$ cat src/rtl/adc_pkg.sv
// Shared types and constants for the LTC2308-style ADC responder.
package adc_pkg;

  localparam int CFG_W = 6;
  localparam int RES_W = 12;

  // Bit positions inside the 6-bit config word {S/D,O/S,S1,S0,UNI,SLP}
  localparam int CFG_SD  = 5;
  localparam int CFG_OS  = 4;
  localparam int CFG_S1  = 3;
  localparam int CFG_S0  = 2;
  localparam int CFG_UNI = 1;
  localparam int CFG_SLP = 0;

  typedef enum logic [1:0] {
    IDLE    = 2'd0,
    SHIFT   = 2'd1,
    CONVERT = 2'd2
  } state_t;

  function automatic logic [2:0] cfg_channel(input logic [CFG_W-1:0] cfg);
    return {cfg[CFG_S1], cfg[CFG_S0], cfg[CFG_OS]};
  endfunction

endpackage

$ cat src/rtl/adc_sync_edge.sv
// Two-flop synchronizer for an asynchronous level plus rise/fall strobes
// taken from the second and third stages.
module adc_sync_edge #(
  parameter logic RST_VAL = 1'b0
) (
  input  logic clk,
  input  logic reset,
  input  logic async_in,
  output logic rise,
  output logic fall
);

  logic sync_p0, sync_p1, sync_p2;

  always_ff @(posedge clk or posedge reset) begin
    if (reset) begin
      sync_p0 <= RST_VAL;
      sync_p1 <= RST_VAL;
      sync_p2 <= RST_VAL;
    end else begin
      sync_p0 <= async_in;
      sync_p1 <= sync_p0;
      sync_p2 <= sync_p1;
    end
  end

  assign rise = sync_p1 & ~sync_p2;
  assign fall = ~sync_p1 & sync_p2;

endmodule

$ cat src/rtl/adc_ltc2308_responder.sv
// Device end of the 4-wire ADC link: emulates an 8-channel 12-bit converter whose
// frames return the conversion selected by the previous frame's config word.
module adc_ltc2308_responder
  import adc_pkg::*;
#(
  parameter int CONV_CYCLES = 80,
  parameter int DATA_W      = 12
) (
  input  logic              clk,
  input  logic              reset,
  input  logic              adc_sclk,
  input  logic              adc_cs_n,
  input  logic              adc_din,
  output logic              adc_dout,
  input  logic              ch_wr_en,
  input  logic [2:0]        ch_wr_addr,
  input  logic [DATA_W-1:0] ch_wr_data,
  output logic              cfg_valid,
  output logic [CFG_W-1:0]  cfg_word,
  output logic              busy,
  output logic              frame_err,
  input  logic              err_clr
);

  if (DATA_W != RES_W) begin : g_bad_data_w
    $error("adc_ltc2308_responder: DATA_W must be 12");
  end
  if (CONV_CYCLES < 1 || CONV_CYCLES > 255) begin : g_bad_conv_cycles
    $error("adc_ltc2308_responder: CONV_CYCLES must be in 1..255");
  end

  localparam logic [7:0] CONV_LOAD = 8'(CONV_CYCLES - 1);

  // Bipolar channels report offset-binary samples as two's complement.
  function automatic logic [DATA_W-1:0] to_result(input logic [DATA_W-1:0] v,
                                                  input logic uni);
    return uni ? v : (v ^ {1'b1, {(DATA_W-1){1'b0}}});
  endfunction

  logic sclk_rise, sclk_fall, cs_rise, cs_fall;
  logic din_p0, din_p1;

  adc_sync_edge #(.RST_VAL(1'b0)) u_sync_sclk (
    .clk      (clk),
    .reset    (reset),
    .async_in (adc_sclk),
    .rise     (sclk_rise),
    .fall     (sclk_fall)
  );

  adc_sync_edge #(.RST_VAL(1'b1)) u_sync_cs (
    .clk      (clk),
    .reset    (reset),
    .async_in (adc_cs_n),
    .rise     (cs_rise),
    .fall     (cs_fall)
  );

  // din sits at the same sync depth as the sclk stage used for edge detect
  always_ff @(posedge clk or posedge reset) begin
    if (reset) begin
      din_p0 <= 1'b0;
      din_p1 <= 1'b0;
    end else begin
      din_p0 <= adc_din;
      din_p1 <= din_p0;
    end
  end

  logic [DATA_W-1:0] bank [8];

  always_ff @(posedge clk or posedge reset) begin
    if (reset) begin
      for (int i = 0; i < 8; i++) bank[i] <= '0;
    end else if (ch_wr_en) begin
      bank[ch_wr_addr] <= ch_wr_data;
    end
  end

  logic [2:0]        conv_ch;
  logic [DATA_W-1:0] conv_v;

  // A write landing on the captured channel in the capture cycle wins.
  assign conv_ch = cfg_channel(cfg_word);
  assign conv_v  = (ch_wr_en && ch_wr_addr == conv_ch) ? ch_wr_data : bank[conv_ch];

  state_t            state;
  logic [3:0]        bit_cnt;
  logic [CFG_W-1:0]  cfg_sr;
  logic [DATA_W-1:0] tx_sr;
  logic [DATA_W-1:0] result;
  logic [7:0]        cnt;

  always_ff @(posedge clk or posedge reset) begin
    if (reset) begin
      state     <= IDLE;
      bit_cnt   <= '0;
      cfg_sr    <= '0;
      tx_sr     <= '0;
      result    <= '0;
      cnt       <= '0;
      adc_dout  <= 1'b0;
      cfg_valid <= 1'b0;
      cfg_word  <= '0;
      busy      <= 1'b0;
      frame_err <= 1'b0;
    end else begin
      cfg_valid <= 1'b0;

      if (state == CONVERT && cs_fall) frame_err <= 1'b1;
      else if (err_clr)                frame_err <= 1'b0;

      case (state)
        IDLE: begin
          if (cs_fall) begin
            state    <= SHIFT;
            bit_cnt  <= '0;
            cfg_sr   <= '0;
            tx_sr    <= result;
            adc_dout <= result[DATA_W-1];
          end else begin
            adc_dout <= 1'b0;
          end
        end

        SHIFT: begin
          if (cs_rise) begin
            adc_dout <= 1'b0;
            if (bit_cnt >= 4'd6) begin
              cfg_word  <= cfg_sr;
              cfg_valid <= 1'b1;
              cnt       <= CONV_LOAD;
              busy      <= 1'b1;
              state     <= CONVERT;
            end else begin
              state <= IDLE;
            end
          end else begin
            if (sclk_rise) begin
              if (bit_cnt < 4'd6) cfg_sr <= {cfg_sr[CFG_W-2:0], din_p1};
              if (bit_cnt != 4'd15) bit_cnt <= bit_cnt + 4'd1;
            end
            // Zero fill makes the line go quiet once all 12 bits are out
            if (sclk_fall) begin
              tx_sr    <= {tx_sr[DATA_W-2:0], 1'b0};
              adc_dout <= tx_sr[DATA_W-2];
            end
          end
        end

        CONVERT: begin
          adc_dout <= 1'b0;
          if (cnt == 8'd0) begin
            result <= to_result(conv_v, cfg_word[CFG_UNI]);
            busy   <= 1'b0;
            state  <= IDLE;
          end else begin
            cnt <= cnt - 8'd1;
          end
        end

        default: begin
          state    <= IDLE;
          busy     <= 1'b0;
          adc_dout <= 1'b0;
        end
      endcase
    end
  end

endmodule

$ cat config.mk
export PLATFORM = sky130hd
export DESIGN_NAME = adc_ltc2308_responder
export DESIGN_NICKNAME = d
export VERILOG_FILES = /design/src/rtl/adc_pkg.sv /design/src/rtl/adc_sync_edge.sv /design/src/rtl/adc_ltc2308_responder.sv
export SDC_FILE = /design/constraint.sdc
export NUM_CORES = 1
export LEC_CHECK = 0
export CORE_UTILIZATION = 50
export CTS_CLUSTER_DIAMETER = 100
export DETAILED_ROUTE_END_ITERATION = 6
export GPL_ROUTABILITY_DRIVEN = 0
export PLACE_DENSITY_LB_ADDON = 0.15
export SLEW_MARGIN = 20
export SYNTH_ARGS = -nofsm -noshare
export SYNTH_HDL_FRONTEND = slang
export SYNTH_SLANG_ARGS = --single-unit
$ cat constraint.sdc
create_clock -name clk -period 5.9 [get_ports clk]
set_input_delay 1.18 -clock clk [delete_from_list [all_inputs] [get_ports clk]]
set_output_delay 1.18 -clock clk [all_outputs]
set_load 0.02 [all_outputs]
# [Word level (Yosys, flattened, before mapping)]
# Index checks and enable logic that the tools add are counted.
[word_totals] output_inout_bits=10 regBits=157 wordCells=121 in_bits=22
[classes] add_sub_neg=2 bitwise_logic=12 magnitude_cmp=5 muxes=44 n_eq_ne=15 n_reduce_logical=16
[ops] operator="$bwmux 96" n=1
[ops] operator="$mux 12" n=5
[ops] operator="$bmux 12 s3" n=1
[ops] operator="$demux 12 s3" n=1
[ops] operator="$mux 11" n=3
[ops] operator="$mux 6" n=4
[ops] operator="$mux 8" n=3
[ops] operator="$pmux 11 s2" n=1
[ops] operator="$ne 2x2->1 const B" n=9
[ops] operator="$mux 4" n=4
[ops] operator="$pmux 8 s2" n=1
[ops] operator="$pmux 6 s2" n=1
[ops] operator="$reduce_and 4->1" n=3
[ops] operator="$mux 1" n=11
[ops] operator="$reduce_and 5->1" n=2
[ops] operator="$ge 4x4->1 const B" n=2
[ops] operator="$logic_not 8->1" n=1
[ops] operator="$mux 2" n=4
[ops] operator="$not 3->4" n=2
[ops] operator="$pmux 4 s2" n=1
[ops] operator="$sub 8x1->8 const B" n=1
[ops] operator="$not 1->1" n=6
[ops] operator="$pmux 2 s3" n=1
[ops] operator="$reduce_and 3->1" n=2
[ops] operator="other kinds (17)" n=24

# [Logic depth before layout (Yosys ltp)]
# Gate-level depths: netlist of the first run.
[depth] ltp_word=7 mapped_depth=8 ltp_nobuf=8

# [Hierarchy]
# Synthesis of the first run repeated with hierarchy kept, for this count alone.
[hier_totals] hier_cells=533 area_unflattened_um2=7119.3
[by_module_without_submodules] module="adc_ltc2308_responder" cells_per_inst=521 area_each_um2=6927.9 n_inst=1
[by_module_without_submodules] module="adc_sync_edge (u_sync_cs)" cells_per_inst=6 area_each_um2=97.6 n_inst=1
[by_module_without_submodules] module="adc_sync_edge (u_sync_sclk)" cells_per_inst=6 area_each_um2=93.8 n_inst=1

# [Least setup slack after synthesis of the first run]
# Ideal clock, no wire load.
[synth_timing] path_kind="input-to-reg" start="input port ch_wr_addr[2]" end="register bank[72] (netlist name)" setup_ns=0.125 cell_stages=4 t_arrival_ns=2.228 slack_ns=3.547 cell_sequence="buf_2 nor3_1 buf_2 mux2_2"
[synth_via] elab_chain_len=6
[synth_rtl] element="start: declaration" line_no="adc_ltc2308_responder.sv:16" rtl="input logic [2:0] ch_wr_addr,"
[synth_rtl] element="$not 3->4 (not written as such) (*)" line_no="adc_ltc2308_responder.sv:76" rtl="bank[ch_wr_addr] <= ch_wr_data;"
[synth_rtl] element="$ge 4x4->1 (not written as such) / $lt 4x1->1 (equally long branches)" line_no="adc_ltc2308_responder.sv:76"
[synth_rtl] element="$logic_and 1x1->1 (not written as such)" line_no="adc_ltc2308_responder.sv:76"
[synth_rtl] element="$mux 12 (not written as such)" line_no="adc_ltc2308_responder.sv:76"
[synth_rtl] element="$demux 12 s3 (*)" line_no="adc_ltc2308_responder.sv:76"
[synth_rtl] element="$bwmux 96 (*)" line_no="adc_ltc2308_responder.sv:76"
[synth_rtl] element="end signal: indexed assignment" line_no="adc_ltc2308_responder.sv:76"
[synth_rtl] element="end: declaration" line_no="adc_ltc2308_responder.sv:70" rtl="logic [DATA_W-1:0] bank [8];"
# Every way passes the cells marked *; elsewhere a longest branch is shown, timed or not.
# A chain may end at the register's enable or synchronous reset.

# [Final worst setup path of the first run]
[layout_timing] start="register cfg_word[3]" end="output port cfg_word[3]"
[layout_rtl] element="start: declaration" line_no="adc_ltc2308_responder.sv:19" rtl="output logic [CFG_W-1:0] cfg_word,"
[layout_rtl] element="start signal: assignment" line_no="adc_ltc2308_responder.sv:130" rtl="cfg_word <= cfg_sr;"
# No word-level cell between the ends.

==> results of run 1 <==
[kinds of logic after synthesis]
kind of cell	after synthesis	share of synthesized area [%]
DFF	157	55.4
muxes	134	25.2
and+or+nand+nor	133	8.89
AOI/OAI and AO/OA	68	5.37
buffers and inverters	46	3.49
xor gates and xnor gates	8	0.986
adders and majority gates	4	0.705
[Yosys cell counts (2+ instances only)]
cell type	n	area share, %
dfrtp_1	154	54
mux2_2	98	16
nand2_1	65	3.4
o21ai_0	29	2.0
nor2_1	23	1.2
buf_2	16	1.1
inv_1	15	0.79
mux4_2	14	4.4
mux2i_1	12	1.7
nand3_1	12	0.85
o21ai_1	12	0.85
a31oi_1	11	0.97
mux4_1	9	3.3
a21oi_1	8	0.56
clkbuf_1	6	0.32
nor2b_1	5	0.44
nor3_1	5	0.35
buf_4	4	0.42
buf_6	4	0.63
ha_1	4	0.70
nand2b_1	4	0.35
xnor2_1	4	0.49
xor2_1	4	0.49
dfstp_2	3	1.1
nand4_1	3	0.26
nand4b_1	3	0.37
nor3b_1	3	0.32
a211oi_1	2	0.21
and3_1	2	0.18
nand3b_1	2	0.21
or3_1	2	0.18
[metal layers]
metal / vias up / track usage, % / share of wire, %
met5: - / 0 / 0
met4: 0 / 9.26 / 1.5
met1: 2220 / 26.5 / 45
li1: 2023 / - / -
met2: 58 / 34.1 / 51
met3: 20 / 4.61 / 2.5
[stage by stage]
stage               std cells  setup WS, ns  total power [mW]  utilization (%)  hold slack, ns
finish                    771          2.53              3.10             58.5           0.348
detailed placement        739          2.11              2.07             54.3           0.336
global placement          739          2.22              2.03             54.3           0.335
floorplan                 550         0.490              1.90                -           0.331
CTS                       771          2.51              3.13             58.5           0.350
global route              771          2.32              3.28             58.5           0.359
[final timing paths]
check,startpoint,end,slack [ns],depth (start not counted)
worst min register to register,din_p0,din_p1,0.35,0
worst max register to register,cfg_word[3],result[11],2.99,5
worst min-delay path,din_p0,din_p1,0.35,0
min in group asynchronous,reset,u_sync_sclk.sync_p0,1.04,2
max in group asynchronous,reset,bank[76],3.69,3
worst max-delay path,cfg_word[3],cfg_word[3],2.53,1
[sequential cells by signal, indices dropped and copies added, names as in the netlist, 2 cells and up]
| signal | cells |
|---|---|
| result | 12 |
| bank | 96 |
| cfg_word | 6 |
| cnt | 8 |
| tx_sr | 11 |
| bit_cnt | 4 |
| cfg_sr | 6 |
| state | 2 |
[power by group]
group | internal [mW] | leakage [nW] | switching, mW | total, mW
clock | 0.601 | 0.274 | 0.451 | 1.05
combinational | 0.311 | 1.30 | 0.256 | 0.567
sequential | 1.33 | 1.87 | 0.150 | 1.48
total | 2.24 | 3.45 | 0.857 | 3.10
[area by class of cell]
| type | instances | area [um^2] | area share [%] |
|---|---|---|---|
| Clock inverter | 13 | 133 | 1.63 |
| Multi-Input combinational cell | 347 | 2950 | 36.3 |
| Sequential cell | 157 | 3930 | 48.4 |
| Clock buffer | 19 | 443 | 5.45 |
| Tap cell | 180 | 225 | 2.77 |
| Inverter | 15 | 61.3 | 0.755 |
| Timing Repair Buffer | 40 | 378 | 4.65 |
[cells in the final DEF, fill, tap and decap left out, types with 5 or more instances in the layout]
cell type        count
dfrtp_1            154
mux2_2              98
nand2_1             65
clkdlybuf4s50_1     31
o21ai_0             29
nor2_1              22
clkbuf_16           17
inv_1               14
mux4_2              14
nand3_1             12
mux2i_1             12
o21ai_1             12
a31oi_1             11
mux4_1               9
buf_4                9
a21oi_1              8
nor2b_1              5
==> results.md, run 1 <==
- Wire per inst: 17.9 um
- Final min period: roughly 3.4 ns
- Maximum fanout along the worst path: 17
- Synthesized cell area: roughly 7100 um^2
- Worst Tran Pin Value: slightly above 1 ns
- Crit end category: output port
- Die Area: 14700 um^2
- Fin nets: 604
- Drt first pass iters: 4
- Rel. slew slack: between 30% and 40%
- DR iter-0 viols: between 200 and 300
- Worst Setup Path Type: flip-flop to output port
- Clock Latency Late Sink: 0.43 ns
- Synth Instances: 550
- Maximum vdd drop: 285 uV
- Hold crit path type: flip-flop to flip-flop
- H-tree depth: 4
- Startpoint types: flip-flop
- Fin. Hold Viols: 0
- Status: complete, no violations
- Vias in the first global route: approximately 4400
- Num CTS Buffers: 17
- Final WL: about 14000 um
- Number of port buffers: 31
- Max-slew violations: 0
- Placed Area: ~7500 um^2
- Crit path buffers/inverters: 1
- Core Rows: 43
- Global-route wire length before repair: 22900 um
- # setup viols final: 0
- Sink Count: between 150 and 200
- Clk buf depth: 2
- Worst clock skew: roughly 0.012 ns
- Antenna Cells: 0
- CP cell instances: clkdlybuf4s50_1
- Placeable Area: approximately 14000 um^2
- Slowest CP cell: dfrtp_1
- Finished Cell Area: roughly 8100 um^2
- Layout cell share with drive strength beyond 1: 28.3%
- Vias per Instance: ~5.6
- Post-synthesis net count: ~580
- Most used DFF post-synth: dfrtp_1
- Synth Area per Inst: approximately 13 um^2
- Die Y-Extent: around 120 um
- Max cap viols: 0
- Starting Density: approximately half
- EDFF count, synth: 0
- Routed vias: 4321
- Register area share after synthesis: 55.4%
- Hold buffers post-CTS: 0
- Asr flop ratio synth: between 90% and 100%
- Post-DP HPWL: between 8000 and 9000 um
- CTS tree: built
- Netlist cell types: between 40 and 50
- Post-CTS Resized: 0
- Synth warnings: 0
- CP arrival: approximately 2.2 ns
- Remaining Overflow, GRT: 0
- Lkg Pwr: roughly 3.5 nW
- # DRC: 0
- CP max stage delay: 1.00 ns
- Post-DRT Antenna Nets: 0
- Die Span X: 121 um
- Area Overhead vs Synth: 14.4%
- Setup TNS: 0 ns
- Final worst-path cycle share: 57.1%
- PD cells: between 300 and 400 nW/um^2
- CP delay by family, top: flip-flops
- Fillcell total: between 1000 and 1500
- Pin count of the biggest net entering global routing: 77
- Worst-path clk slew: 0.06 ns
- CP required: around 4.7 ns
- Fmax: approximately 300 MHz
- Antenna violations before repair: 0
- Post-CTS setup buffers: 0
- #FFs+latches synth: 157
- Root Driver: clkbuf_16
- GRT Resource Usage Total: between 20% and 30%
- Unrepaired setup endpoints after global routing: no
- Top-Level Pins: 32
Note: power is estimated with default switching activity, not from simulation.
==> run 2: changes to the inputs <==
Clock period 5.9 ns to 2.9 ns, I/O delays scaled along.
==> run 2 against run 1 <==
  * Count of clock-buffer cells in the layout up 6
  * Flip-flop and latch count did not move
  * Utilization up 1.3 points
  * Cell area up 2.3%
  * Register-to-register slack got worse by 2.2 ns
  * Largest cell class unchanged
  * Largest power group unchanged
  * Sequential share of layout area decreased by 1.1 points
==> results.md, run 2 (synthesis gave the netlist of run 1 again) <==
- Slowest CP cell: clkdlybuf4s50_1
- # setup viols final: 0 (unchanged)
- Number of port buffers: 31 (unchanged)
- Lkg Pwr: 3.57 nW (+3.4%)
- Num CTS Buffers: 17 (unchanged)
- Final core utilization: 59.9% (+1.3 points)
- Commonest non-fill, non-tap cell in the layout: dfrtp_1
- Placeable Area: 13900 um^2 (unchanged)
- CP required: 2.32 ns (-2.40 ns)
- PD cells: 779 nW/um^2 (+100%)
- Sink Count: 157 (unchanged)
- Tot Pwr: 6.47 mW (+110%)
- Post-CTS setup buffers: 0 (unchanged)
- GRT Resource Usage Total: 21.1% (+0.27 points)
- Post-DP HPWL: 9050 um (+5.9%)
- Routed vias: 4335 (+0.32%)
- Fmax: 447 MHz
- Reg2Reg Depth: 6 (+1)
- Wire per inst: 17.4 um (-2.3%)
- Starting Density: 51.2% (unchanged)
- # DRC: 0 (unchanged)
- Worst Setup Path Type: flip-flop to output port
- Final min period: around 2.2 ns
- Antenna violations before repair: 0 (unchanged)
- Post-CTS Resized: 0 (unchanged)
- H-tree depth: 4 (unchanged)
- Final worst-path cycle share: slightly below 80%
- Fin. Hold Viols: 0 (unchanged)
- Largest register FFs: 96 (unchanged)
- Top-Level Pins: 32 (unchanged)
- Hold depth: 0 (unchanged)
- Die Area: 14700 um^2 (unchanged)
- Worst r2r dst: result[4]
- Pin count of the biggest net entering global routing: 89 (+16%)
- Crit path buffers/inverters: 1 (unchanged)
- Maximum fanout along the worst path: 9 (-8)
- Rel. slew slack: 62.0% (+30 points)
- Max cap viols: 0 (unchanged)
- Final WL: 13700 um (-0.15%)
- Drt first pass iters: 4 (unchanged)
- Global-route wire length before repair: 23200 um (+1.6%)
- Clk buf depth: 2 (unchanged)
- Remaining Overflow, GRT: 0 (unchanged)
- Startpoint types: flip-flop
- Worst clock skew: 0.00896 ns (-0.00286 ns)
- Hold crit path type: flip-flop to flip-flop
- Most frequent cells in the layout: dfrtp_1, mux2_2, nand2_1
- CP cell instances: clkdlybuf4s50_1
- Max-slew violations: 0 (unchanged)
- Unrepaired setup endpoints after global routing: no
- Largest reg by FF count: bank
- CP arrival: 1.66 ns (-0.53 ns)
- Core Rows: 43 (unchanged)
- Maximum vdd drop: 401 uV (+41%)
- Die Y-Extent: 121 um (unchanged)
- Post-DRT Antenna Nets: 0 (unchanged)
- R2r startpoint: cfg_word[2]
- Clock Latency Late Sink: 0.42 ns (about the same)
- CTS tree: built
- Status: complete, no violations
- Setup TNS: 0 ns (unchanged)
- Root Driver: clkbuf_16
- CP max stage delay: 0.68 ns (-0.32 ns)
- Fin nets: 621 (+2.8%)
- Worst Tran Pin Value: 0.569 ns (-0.443 ns)
- DR iter-0 viols: 283 (-1.7%)
- Crit end category: output port
- Worst-path clk slew: 0.06 ns (about the same)
- Layout cell share with drive strength beyond 1: 29.6% (+1.3 points)
- Reg2Reg Setup Slack: 0.82 ns (-2.17 ns)
- Fin Hold WS: 0.347 ns (-0.000745 ns)
- CP delay by family, top: buffers and inverters
- Area Overhead vs Synth: 16.9%
- Vias in the first global route: 4514 (+2.1%)
- Hold buffers post-CTS: 0 (unchanged)
- Hold Crit Start: din_p0
- Die Span X: 121 um (unchanged)
- Vias per Instance: 5.50 (-1.8%)
- Min-Delay Endpoint: din_p1
- Top flop regs: bank: 96 flops, result: 12 flops, tx_sr: 11 flops
- Antenna Cells: 0 (unchanged)
[run 2: how the worst max path moves through the flow]
stage	startpoint	end	slack, ns	cells past startpoint
after CTS	cfg_word[2]	cfg_word[2]	0.62	1
after global placement	ch_wr_addr[1]	result[9]	0.48	6
after floorplan	reset	adc_dout	0.34	1
after detailed placement	ch_wr_addr[1]	result[9]	0.43	6
final	cfg_word[2]	cfg_word[2]	0.66	1
after global routing	cfg_word[2]	cfg_word[2]	0.58	1
[run 2: layout make-up]
cell class              instances  area (um^2)
flip-flops and latches        157         3930
multi-input cells             347         2940
well taps                     180          225
inverters                      15         60.1
clock buffers                  25          505
clock inverters                 7          110
fillers                      1112         5570
repair buffers                 57          531
[run 2: where the power goes]
group          internal (mW)  total (mW)  switching [mW]
sequential              2.71        3.00           0.296
combinational          0.650        1.18           0.527
clock                   1.46        2.29           0.831
[run 2: metrics by stage]
step,cells,cell area (um^2),setup WS (ns)
3_3_place_gp,756,7690,0.481
3_5_place_dp,756,7690,0.427
6_report,788,8310,0.663
4_1_cts,788,8310,0.624
5_1_grt,788,8310,0.577
2_1_floorplan,550,7110,0.336
[run 2: layer usage]
layer	global-route usage, %	up-vias	wire length [um]
met5	0	-	0
met4	8.02	0	195
met3	4.56	17	299
met2	35.0	53	6960
met1	27.1	2212	6290
li1	-	2053	-
